[src/rtl/ex_mem_skid_reg_pkg.sv]
// Shared definitions for the EX->MEM pipeline register: default widths and the
// two-bit state encoding used by the skid-buffer controller.
package ex_mem_pkg;

  localparam int DATA_W_DEF = 32;
  localparam int REG_W_DEF  = 5;

  localparam logic [1:0] ST_EMPTY = 2'd0;
  localparam logic [1:0] ST_FULL  = 2'd1;
  localparam logic [1:0] ST_SKID  = 2'd2;

endpackage

[src/rtl/ex_mem_skid_reg_if.sv]
// EX->MEM handshake bundle: the upstream beat fields, the registered downstream
// fields and both valid/ready pairs. slave = pipeline register, master = its driver.
interface ex_mem_skid_reg_if #(
  parameter int DATA_W = 32,
  parameter int REG_W  = 5
);
  logic              in_valid;
  logic              in_ready;
  logic [DATA_W-1:0] in_alu_res;
  logic [DATA_W-1:0] in_wdata;
  logic [REG_W-1:0]  in_rd;
  logic              in_mem_rd;
  logic              in_mem_wr;
  logic              in_reg_wr;

  logic              out_valid;
  logic              out_ready;
  logic [DATA_W-1:0] out_alu_res;
  logic              out_zero;
  logic [DATA_W-1:0] out_wdata;
  logic [REG_W-1:0]  out_rd;
  logic              out_mem_rd;
  logic              out_mem_wr;
  logic              out_reg_wr;

  modport slave (
    input  in_valid, in_alu_res, in_wdata, in_rd, in_mem_rd, in_mem_wr, in_reg_wr,
    output in_ready,
    output out_valid, out_alu_res, out_zero, out_wdata, out_rd,
    output out_mem_rd, out_mem_wr, out_reg_wr,
    input  out_ready
  );

  modport master (
    output in_valid, in_alu_res, in_wdata, in_rd, in_mem_rd, in_mem_wr, in_reg_wr,
    input  in_ready,
    input  out_valid, out_alu_res, out_zero, out_wdata, out_rd,
    input  out_mem_rd, out_mem_wr, out_reg_wr,
    output out_ready
  );
endinterface

[src/rtl/ex_mem_entry.sv]
// One register slot of the EX->MEM boundary: loads a whole beat when enabled and
// clears asynchronously on reset. Validity is tracked by the controller, not here.
module ex_mem_entry
  import ex_mem_pkg::*;
#(
  parameter int DATA_W = DATA_W_DEF,
  parameter int REG_W  = REG_W_DEF
) (
  input  logic              clk,
  input  logic              rst_n,
  input  logic              load,
  input  logic [DATA_W-1:0] d_alu_res,
  input  logic              d_zero,
  input  logic [DATA_W-1:0] d_wdata,
  input  logic [REG_W-1:0]  d_rd,
  input  logic              d_mem_rd,
  input  logic              d_mem_wr,
  input  logic              d_reg_wr,
  output logic [DATA_W-1:0] q_alu_res,
  output logic              q_zero,
  output logic [DATA_W-1:0] q_wdata,
  output logic [REG_W-1:0]  q_rd,
  output logic              q_mem_rd,
  output logic              q_mem_wr,
  output logic              q_reg_wr
);

  always_ff @(posedge clk or negedge rst_n) begin
    if (!rst_n) begin
      q_alu_res <= '0;
      q_zero    <= 1'b0;
      q_wdata   <= '0;
      q_rd      <= '0;
      q_mem_rd  <= 1'b0;
      q_mem_wr  <= 1'b0;
      q_reg_wr  <= 1'b0;
    end else if (load) begin
      q_alu_res <= d_alu_res;
      q_zero    <= d_zero;
      q_wdata   <= d_wdata;
      q_rd      <= d_rd;
      q_mem_rd  <= d_mem_rd;
      q_mem_wr  <= d_mem_wr;
      q_reg_wr  <= d_reg_wr;
    end
  end

endmodule

[src/rtl/ex_mem_skid_reg.sv]
// EX->MEM pipeline register with a one-entry skid buffer so that in_ready is a
// flop output and a MEM stall never reaches back into the ALU combinationally.
module ex_mem_skid_reg
  import ex_mem_pkg::*;
#(
  parameter int DATA_W = DATA_W_DEF,
  parameter int REG_W  = REG_W_DEF
) (
  input  logic clk,
  input  logic rst_n,
  input  logic flush,
  ex_mem_skid_reg_if.slave bus
);

  logic [1:0] state_q, state_d;
  logic       in_ready_q;
  logic       main_load, skid_load, main_from_skid;
  logic       in_zero;

  logic [DATA_W-1:0] main_d_alu_res, main_d_wdata;
  logic [REG_W-1:0]  main_d_rd;
  logic              main_d_zero, main_d_mem_rd, main_d_mem_wr, main_d_reg_wr;

  logic [DATA_W-1:0] main_q_alu_res, main_q_wdata, skid_q_alu_res, skid_q_wdata;
  logic [REG_W-1:0]  main_q_rd, skid_q_rd;
  logic              main_q_zero, main_q_mem_rd, main_q_mem_wr, main_q_reg_wr;
  logic              skid_q_zero, skid_q_mem_rd, skid_q_mem_wr, skid_q_reg_wr;

  // Zero flag is taken from the ALU result at capture and travels with the beat.
  assign in_zero = (bus.in_alu_res == '0);

  always_comb begin
    state_d        = state_q;
    main_load      = 1'b0;
    skid_load      = 1'b0;
    main_from_skid = 1'b0;
    if (flush) begin
      state_d = ST_EMPTY;
    end else begin
      case (state_q)
        ST_EMPTY: begin
          if (bus.in_valid) begin
            main_load = 1'b1;
            state_d   = ST_FULL;
          end
        end
        ST_FULL: begin
          if (bus.out_ready) begin
            if (bus.in_valid) main_load = 1'b1;
            else              state_d   = ST_EMPTY;
          end else if (bus.in_valid) begin
            skid_load = 1'b1;
            state_d   = ST_SKID;
          end
        end
        ST_SKID: begin
          if (bus.out_ready) begin
            main_load      = 1'b1;
            main_from_skid = 1'b1;
            state_d        = ST_FULL;
          end
        end
        default: state_d = ST_EMPTY;
      endcase
    end
  end

  always_comb begin
    if (main_from_skid) begin
      main_d_alu_res = skid_q_alu_res;
      main_d_zero    = skid_q_zero;
      main_d_wdata   = skid_q_wdata;
      main_d_rd      = skid_q_rd;
      main_d_mem_rd  = skid_q_mem_rd;
      main_d_mem_wr  = skid_q_mem_wr;
      main_d_reg_wr  = skid_q_reg_wr;
    end else begin
      main_d_alu_res = bus.in_alu_res;
      main_d_zero    = in_zero;
      main_d_wdata   = bus.in_wdata;
      main_d_rd      = bus.in_rd;
      main_d_mem_rd  = bus.in_mem_rd;
      main_d_mem_wr  = bus.in_mem_wr;
      main_d_reg_wr  = bus.in_reg_wr;
    end
  end

  // in_ready is registered from the next state so it never depends on out_ready.
  always_ff @(posedge clk or negedge rst_n) begin
    if (!rst_n) begin
      state_q    <= ST_EMPTY;
      in_ready_q <= 1'b1;
    end else begin
      state_q    <= state_d;
      in_ready_q <= (state_d != ST_SKID);
    end
  end

  ex_mem_entry #(.DATA_W(DATA_W), .REG_W(REG_W)) u_main (
    .clk       (clk),
    .rst_n     (rst_n),
    .load      (main_load),
    .d_alu_res (main_d_alu_res),
    .d_zero    (main_d_zero),
    .d_wdata   (main_d_wdata),
    .d_rd      (main_d_rd),
    .d_mem_rd  (main_d_mem_rd),
    .d_mem_wr  (main_d_mem_wr),
    .d_reg_wr  (main_d_reg_wr),
    .q_alu_res (main_q_alu_res),
    .q_zero    (main_q_zero),
    .q_wdata   (main_q_wdata),
    .q_rd      (main_q_rd),
    .q_mem_rd  (main_q_mem_rd),
    .q_mem_wr  (main_q_mem_wr),
    .q_reg_wr  (main_q_reg_wr)
  );

  ex_mem_entry #(.DATA_W(DATA_W), .REG_W(REG_W)) u_skid (
    .clk       (clk),
    .rst_n     (rst_n),
    .load      (skid_load),
    .d_alu_res (bus.in_alu_res),
    .d_zero    (in_zero),
    .d_wdata   (bus.in_wdata),
    .d_rd      (bus.in_rd),
    .d_mem_rd  (bus.in_mem_rd),
    .d_mem_wr  (bus.in_mem_wr),
    .d_reg_wr  (bus.in_reg_wr),
    .q_alu_res (skid_q_alu_res),
    .q_zero    (skid_q_zero),
    .q_wdata   (skid_q_wdata),
    .q_rd      (skid_q_rd),
    .q_mem_rd  (skid_q_mem_rd),
    .q_mem_wr  (skid_q_mem_wr),
    .q_reg_wr  (skid_q_reg_wr)
  );

  // Controls are gated by out_valid so a bubble can never store or write back.
  assign bus.in_ready    = in_ready_q;
  assign bus.out_valid   = (state_q != ST_EMPTY);
  assign bus.out_alu_res = main_q_alu_res;
  assign bus.out_zero    = main_q_zero;
  assign bus.out_wdata   = main_q_wdata;
  assign bus.out_rd      = main_q_rd;
  assign bus.out_mem_rd  = main_q_mem_rd & bus.out_valid;
  assign bus.out_mem_wr  = main_q_mem_wr & bus.out_valid;
  assign bus.out_reg_wr  = main_q_reg_wr & bus.out_valid;

endmodule

[src/flat_wrapper.sv]
// flat-port wrapper written by rule: the top's interface ports become plain ports
module ex_mem_skid_reg_flat import ex_mem_pkg::*;
#(
  parameter int DATA_W = DATA_W_DEF,
  parameter int REG_W  = REG_W_DEF
)
  (clk, rst_n, flush, bus_in_valid, bus_in_alu_res, bus_in_wdata, bus_in_rd, bus_in_mem_rd, bus_in_mem_wr, bus_in_reg_wr, bus_in_ready, bus_out_valid, bus_out_alu_res, bus_out_zero, bus_out_wdata, bus_out_rd, bus_out_mem_rd, bus_out_mem_wr, bus_out_reg_wr, bus_out_ready);
  ex_mem_skid_reg_if #(.DATA_W(DATA_W), .REG_W(REG_W)) bus_i ();
  input  logic clk;
  input  logic rst_n;
  input  logic flush;
  input wire logic [$bits(bus_i.in_valid)-1:0] bus_in_valid;
  input wire logic [$bits(bus_i.in_alu_res)-1:0] bus_in_alu_res;
  input wire logic [$bits(bus_i.in_wdata)-1:0] bus_in_wdata;
  input wire logic [$bits(bus_i.in_rd)-1:0] bus_in_rd;
  input wire logic [$bits(bus_i.in_mem_rd)-1:0] bus_in_mem_rd;
  input wire logic [$bits(bus_i.in_mem_wr)-1:0] bus_in_mem_wr;
  input wire logic [$bits(bus_i.in_reg_wr)-1:0] bus_in_reg_wr;
  output wire logic [$bits(bus_i.in_ready)-1:0] bus_in_ready;
  output wire logic [$bits(bus_i.out_valid)-1:0] bus_out_valid;
  output wire logic [$bits(bus_i.out_alu_res)-1:0] bus_out_alu_res;
  output wire logic [$bits(bus_i.out_zero)-1:0] bus_out_zero;
  output wire logic [$bits(bus_i.out_wdata)-1:0] bus_out_wdata;
  output wire logic [$bits(bus_i.out_rd)-1:0] bus_out_rd;
  output wire logic [$bits(bus_i.out_mem_rd)-1:0] bus_out_mem_rd;
  output wire logic [$bits(bus_i.out_mem_wr)-1:0] bus_out_mem_wr;
  output wire logic [$bits(bus_i.out_reg_wr)-1:0] bus_out_reg_wr;
  input wire logic [$bits(bus_i.out_ready)-1:0] bus_out_ready;
  assign bus_i.in_valid = bus_in_valid;
  assign bus_i.in_alu_res = bus_in_alu_res;
  assign bus_i.in_wdata = bus_in_wdata;
  assign bus_i.in_rd = bus_in_rd;
  assign bus_i.in_mem_rd = bus_in_mem_rd;
  assign bus_i.in_mem_wr = bus_in_mem_wr;
  assign bus_i.in_reg_wr = bus_in_reg_wr;
  assign bus_in_ready = bus_i.in_ready;
  assign bus_out_valid = bus_i.out_valid;
  assign bus_out_alu_res = bus_i.out_alu_res;
  assign bus_out_zero = bus_i.out_zero;
  assign bus_out_wdata = bus_i.out_wdata;
  assign bus_out_rd = bus_i.out_rd;
  assign bus_out_mem_rd = bus_i.out_mem_rd;
  assign bus_out_mem_wr = bus_i.out_mem_wr;
  assign bus_out_reg_wr = bus_i.out_reg_wr;
  assign bus_i.out_ready = bus_out_ready;
  ex_mem_skid_reg #(.DATA_W(DATA_W), .REG_W(REG_W)) u_core (.clk(clk), .rst_n(rst_n), .flush(flush), .bus(bus_i));
endmodule
[config.mk]
export PLATFORM = sky130hd
export DESIGN_NAME = ex_mem_skid_reg_flat
export DESIGN_NICKNAME = d
export VERILOG_FILES = /design/src/rtl/ex_mem_skid_reg_pkg.sv /design/src/rtl/ex_mem_skid_reg_if.sv /design/src/rtl/ex_mem_entry.sv /design/src/rtl/ex_mem_skid_reg.sv /design/src/flat_wrapper.sv
export SDC_FILE = /design/constraint.sdc
export NUM_CORES = 1
export LEC_CHECK = 0
export CAP_MARGIN = 20
export CORE_UTILIZATION = 30
export CTS_CLUSTER_SIZE = 14
export DETAILED_ROUTE_END_ITERATION = 10
export PLACE_DENSITY = 0.56
export SYNTH_ARGS = -nofsm -noshare
export SYNTH_HDL_FRONTEND = slang
export SYNTH_SLANG_ARGS = --single-unit
[constraint.sdc]
create_clock -name clk -period 1.7 [get_ports clk]
set_input_delay 0.34 -clock clk [delete_from_list [all_inputs] [get_ports clk]]
set_output_delay 0.34 -clock clk [all_outputs]
set_load 0.005 [all_outputs]
After elaboration in Yosys (flattened, before gate mapping)
Index checks and enable logic that the tools add are counted.
W data, S select, Z words.
{ "word_totals": {"ff_bits": 149, "in_bits": 77, "output_inout_bits": 75, "elab_cells": 49} }
{ "op_classes": {"eq_ne": 3, "mux": 24, "bitwise_logic": 3, "n_reduce_logical": 3} }
{ "op_table": {"columns": ["operator", "count"], "rows": [
  ["$mux W32", 2],
  ["$logic_not A32 Y1", 1],
  ["$mux W1", 13],
  ["$mux W2", 6],
  ["$pmux W2 S3", 1],
  ["$mux W5", 1],
  ["$and A1 B1 Y1", 3],
  ["$pmux W1 S3", 1],
  ["$eq A2 B1 Y1 const B", 1],
  ["$eq A2 B2 Y1 const B", 1],
  ["$logic_not A2 Y1", 1],
  ["$ne A2 B2 Y1 const B", 1],
  ["$reduce_bool A2 Y1", 1]
]} }

Longest topological paths before layout
{ "logic_depth": {"word_depth": 5, "mapped_depth": 6} }

Hierarchy
From an unflattened synthesis, not the netlist that was laid out.
{ "unflattened": {"hier_cells": 424, "hier_area_um2": 7578.5} }
{ "by_module_without_submodules": {"columns": ["module", "n_inst", "cells_per_inst", "area_per_inst_um2", "seq_area_each_um2"], "rows": [
  ["ex_mem_entry", 2, 154, 3062.9, 1826.8],
  ["ex_mem_skid_reg", 1, 116, 1452.6, 76.3]
]} }

Worst setup path after synthesis
No wires, ideal clock.
{ "synth_path": {"path_kind": "register to register", "startpoint": "reg u_core.state_q[0]", "endpoint": "reg u_core.u_main.q_alu_res[13]", "setup_ns": 0.125, "t_arrival_ns": 1.685, "t_required_ns": 1.575, "slack_ns": -0.110, "stages_incl_launch_ff": 6, "path_buffers": 2, "period_less_slack_ns": 1.810, "cell_sequence": "dfrtp_1 nor4bb_2 buf_4 buf_4 mux2_2 mux2_4"} }
{ "synth_between": {"elab_chain_len": 4, "word_cells_on_any_way": 8, "classes_between": "eq/ne (2); mux (5); reduce/logical (1)"} }
{ "synth_lines": {"columns": ["element", "line", "rtl"], "rows": [
  ["from (decl)", "ex_mem_skid_reg.sv:15", "logic [1:0] state_q, state_d;"],
  ["from (signal assigned)", "ex_mem_skid_reg.sv:94", "state_q <= state_d;"],
  ["$eq A2 B2 Y1", "ex_mem_skid_reg.sv:40", "case (state_q)"],
  ["$mux W1", "ex_mem_skid_reg.sv:40", null],
  ["$mux W1", "ex_mem_skid_reg.sv:37", "if (flush) begin"],
  ["$mux W32", "ex_mem_skid_reg.sv:69", "if (main_from_skid) begin"],
  ["to (signal assigned)", "ex_mem_entry.sv:38", "q_alu_res <= d_alu_res;"],
  ["to (decl)", "ex_mem_entry.sv:19", "output logic [DATA_W-1:0] q_alu_res,"]
]} }
Several ways; a longest one is shown, not always the timed one.
A chain may end at the register's enable or synchronous reset.

Final worst setup path
{ "layout_path": {"startpoint": "reg u_core.state_q[0]", "endpoint": "reg u_core.u_main.q_alu_res[2]"} }
The elaborated chain is that of the path after synthesis.

==> out/metrics.cfg <==
[run_status]
outcome=finished, violations left
violations=DRC, setup timing

[floorplan]
initial_core_util_pct=30.9
die_y_um=152
ioPinCount=152
die_x_um=152
std_cell_rows=54
core_area_um2=22000
die_area_um2=23200

[drt]
totalWireLength_mm=18.7
via_per_inst=4.66
vias=4412
drt_first_pass_iters=10
drc=13
wl_per_cell_um=19.8
drtAntennaViolNets=0
drtIter0Drc=123

[timing]
skew_ns=0.00751
setup_viol=77
rsz0062_at_grt=yes
fmax_ghz=0.513
finalHoldViolations=0
worst_pin_slew_ns=0.402
maxSlewHeadroom_pct=73.0
slew_viol_final=0
period_needed_ns=1.95
finalCritPeriodShare_pct=115
fin_ws_ns=-0.250

[hold_path]
hp-class=input port to asynchronous set/reset pin

[power_and_ir_drop]
peakVddDrop_uv=521
p_leak_nw=4.87
p_per_area_nw_per_um2=1070

[clock_network]
path_clk_slew_ns=0.06
clkSinkCount=149
numCtsBuffers=17
h-tree-depth=4
clock_latency_ns=0.41
clock-root-buffer=clkbuf_16
cts_tree=done
clock_path_buffers=2

[synth]
synthTopCellsByArea=dfrtp_1 55%, mux2_2 19%, mux2_4 12%, mux2_1 8.0%, buf_6 1.2%
netlist.area_leader.share_pct=54.6
syn_inst=423
muxShareOfSynthArea_pct=39.3
syn_area_um2=6780
yosysTopAreaCell=dfrtp_1
synth-xor-area-share_pct=0
ys_seq_elements=149
syn-mean-instance-area_um2=16.0
yosys.area_share.simple_pct=2.21
synthAdderAreaFrac_pct=0
yosysWarningCount=0
synth_compound_area_share_pct=0.775
synth_top_family_by_area=multiplexers
yosysSeqAreaShare_pct=55.0
ys_types=24
syn_nets=500

[cells_and_area]
multiInputGateArea_um2=3270
layout-drive-gt1-share_pct=51.7
final_util_pct=48.7
nets=730
finalNonFillerCells=946
n_fill_cell=1870
final-seq-area_um2=3730
final_area_um2=10700
n_antenna_cell=0
area_growth_pct=57.8
final_cell_mix=149 x mux2_4, 147 x dfrtp_1, 136 x clkdlybuf4s50_1
final_common_cell=mux2_4

[global_route]
grt_first_pass_wirelength_mm=27.1
grt_pass1_vias=4820
grt_max_degree=45
grt.total_usage_pct=15.2
grt_overflow=0
antenna_found_initial=0

[place]
pre_cts_ws_ns=-0.724
portBuffers=151
dp_cells=878
gp_congestion=0.717
placed_cell_area_um2=9040
dp_hpwl_mm=10.9

[setup_path]
r2r_slack_ns=-0.25
cp-start-kind=flop
cp_max_fo=5
r2r_cells=7
path_delay_family=buffers and inverters
critPathBufInv=4
cp_common_cell=buf_6
crit_required_ns=2.00
path_class=flop to flop
r2r-start=u_core.state_q[0]
critPathSlowestCell=dfrtp_1
endpoint_kind=flop
crit_chain=buf_6 -> nor4bb_4 -> buf_6 -> buf_6 -> clkbuf_16 -> mux2_4 -> mux2_4
slowest_delay_ns=0.40
arrival_ns=2.25
reg2reg_to=u_core.u_main.q_alu_res[2]

[run]
drv_cap=0

routing by layer:
layer / GRT usage, % / share of wire (%) / vias to the layer above
met3: 3.92 / 4.4 / 16
met2: 25.0 / 48 / 113
li1: - / - / 1997
met4: 5.05 / 1.3 / 0
met5: 0 / 0 / -
met1: 19.5 / 47 / 2286
where the power goes:
part	total [W]	leakage, nW	internal, W	switching, W
Sequential	0.00486	1.79	0.00438	0.000477
Clock	0.00388	0.280	0.00232	0.00155
Combinational	0.00268	2.80	0.00192	0.000763
sequential cells by signal, indices dropped and copies added, names as in the netlist, 2 cells and up:
name,cells
u_core.state_q,2
u_core.u_main.q_alu_res,32
u_core.u_main.q_rd,5
u_core.u_main.q_wdata,32
u_core.u_skid.q_alu_res,32
u_core.u_skid.q_rd,5
u_core.u_skid.q_wdata,32
repair_timing:
action | 4_1_cts | 5_1_grt
hold buffers | 1 | 0
setup buffers | 9 | 9
gates cloned | 5 | 16
resized for setup | 80 | 65
endpoints found under the hold margin | 30 | 0
pin swaps | 1 | 3
setup endpoints to repair | 78 | 160
worst register-to-register path, stage by stage, from the launching register on:
cell       delay (ns)
dfrtp_1          0.40
buf_6            0.12
nor4bb_4         0.28
buf_6            0.16
buf_6            0.16
clkbuf_16        0.17
mux2_4           0.29
mux2_4           0.25
synthesized netlist by cell type:
cell      number
inv_1          2
o21a_1         1
o21ai_2        1
nor4_1         8
nor2_2         1
mux2_4        56
dfstp_2        1
nand2b_1       1
nand2_1        3
a21oi_4        1
buf_6          7
mux2i_1        1
buf_2          9
nor4bb_2       1
a21oi_1        1
nand4_1        2
dfrtp_1      148
o31ai_1        2
nor2_1         3
nand3_1        1
mux2_2       113
mux2_1        48
nor2b_1        5
buf_4          7
worst max path at each step:
stage	startpoint	to	slack, ns	cells after the start
5_1_grt	u_core.state_q[0]	u_core.u_main.q_alu_res[6]	-0.30	7
3_5_place_dp	bus_out_ready	u_core.u_main.q_alu_res[4]	-0.72	6
4_1_cts	u_core.state_q[0]	u_core.u_main.q_wdata[25]	-0.25	6
3_3_place_gp	bus_out_ready	u_core.u_main.q_alu_res[17]	-0.69	6
2_1_floorplan	u_core.state_q[0]	u_core.u_main.q_alu_res[13]	-0.09	5
6_report	u_core.state_q[0]	u_core.u_main.q_alu_res[2]	-0.25	7
area by class of cell:
class	instances	share of cell area [%]
well taps	280	3.27
clock buffers	18	4.01
inverters	2	0.0702
clock inverters	14	1.65
repair buffers	234	25.6
multi-input cells	249	30.6
flip-flops and latches	149	34.9
through the flow:
stage          TNS (ns)  total power [W]  hold slack, ns
2_1_floorplan     -4.86          0.00592          0.0444
3_3_place_gp     -67.31          0.00717           0.258
3_5_place_dp     -70.63          0.00728           0.265
4_1_cts          -15.65           0.0114           0.383
5_1_grt          -20.39           0.0120           0.408
6_report         -16.46           0.0114           0.386
cells by family after synthesis:
logic type | after synthesis
AO/OA/AOI/OAI | 6
flip-flops | 149
buffers and inverters | 25
multiplexers | 218
AND/OR/NAND/NOR | 25
(Power assumes the default switching activity.)
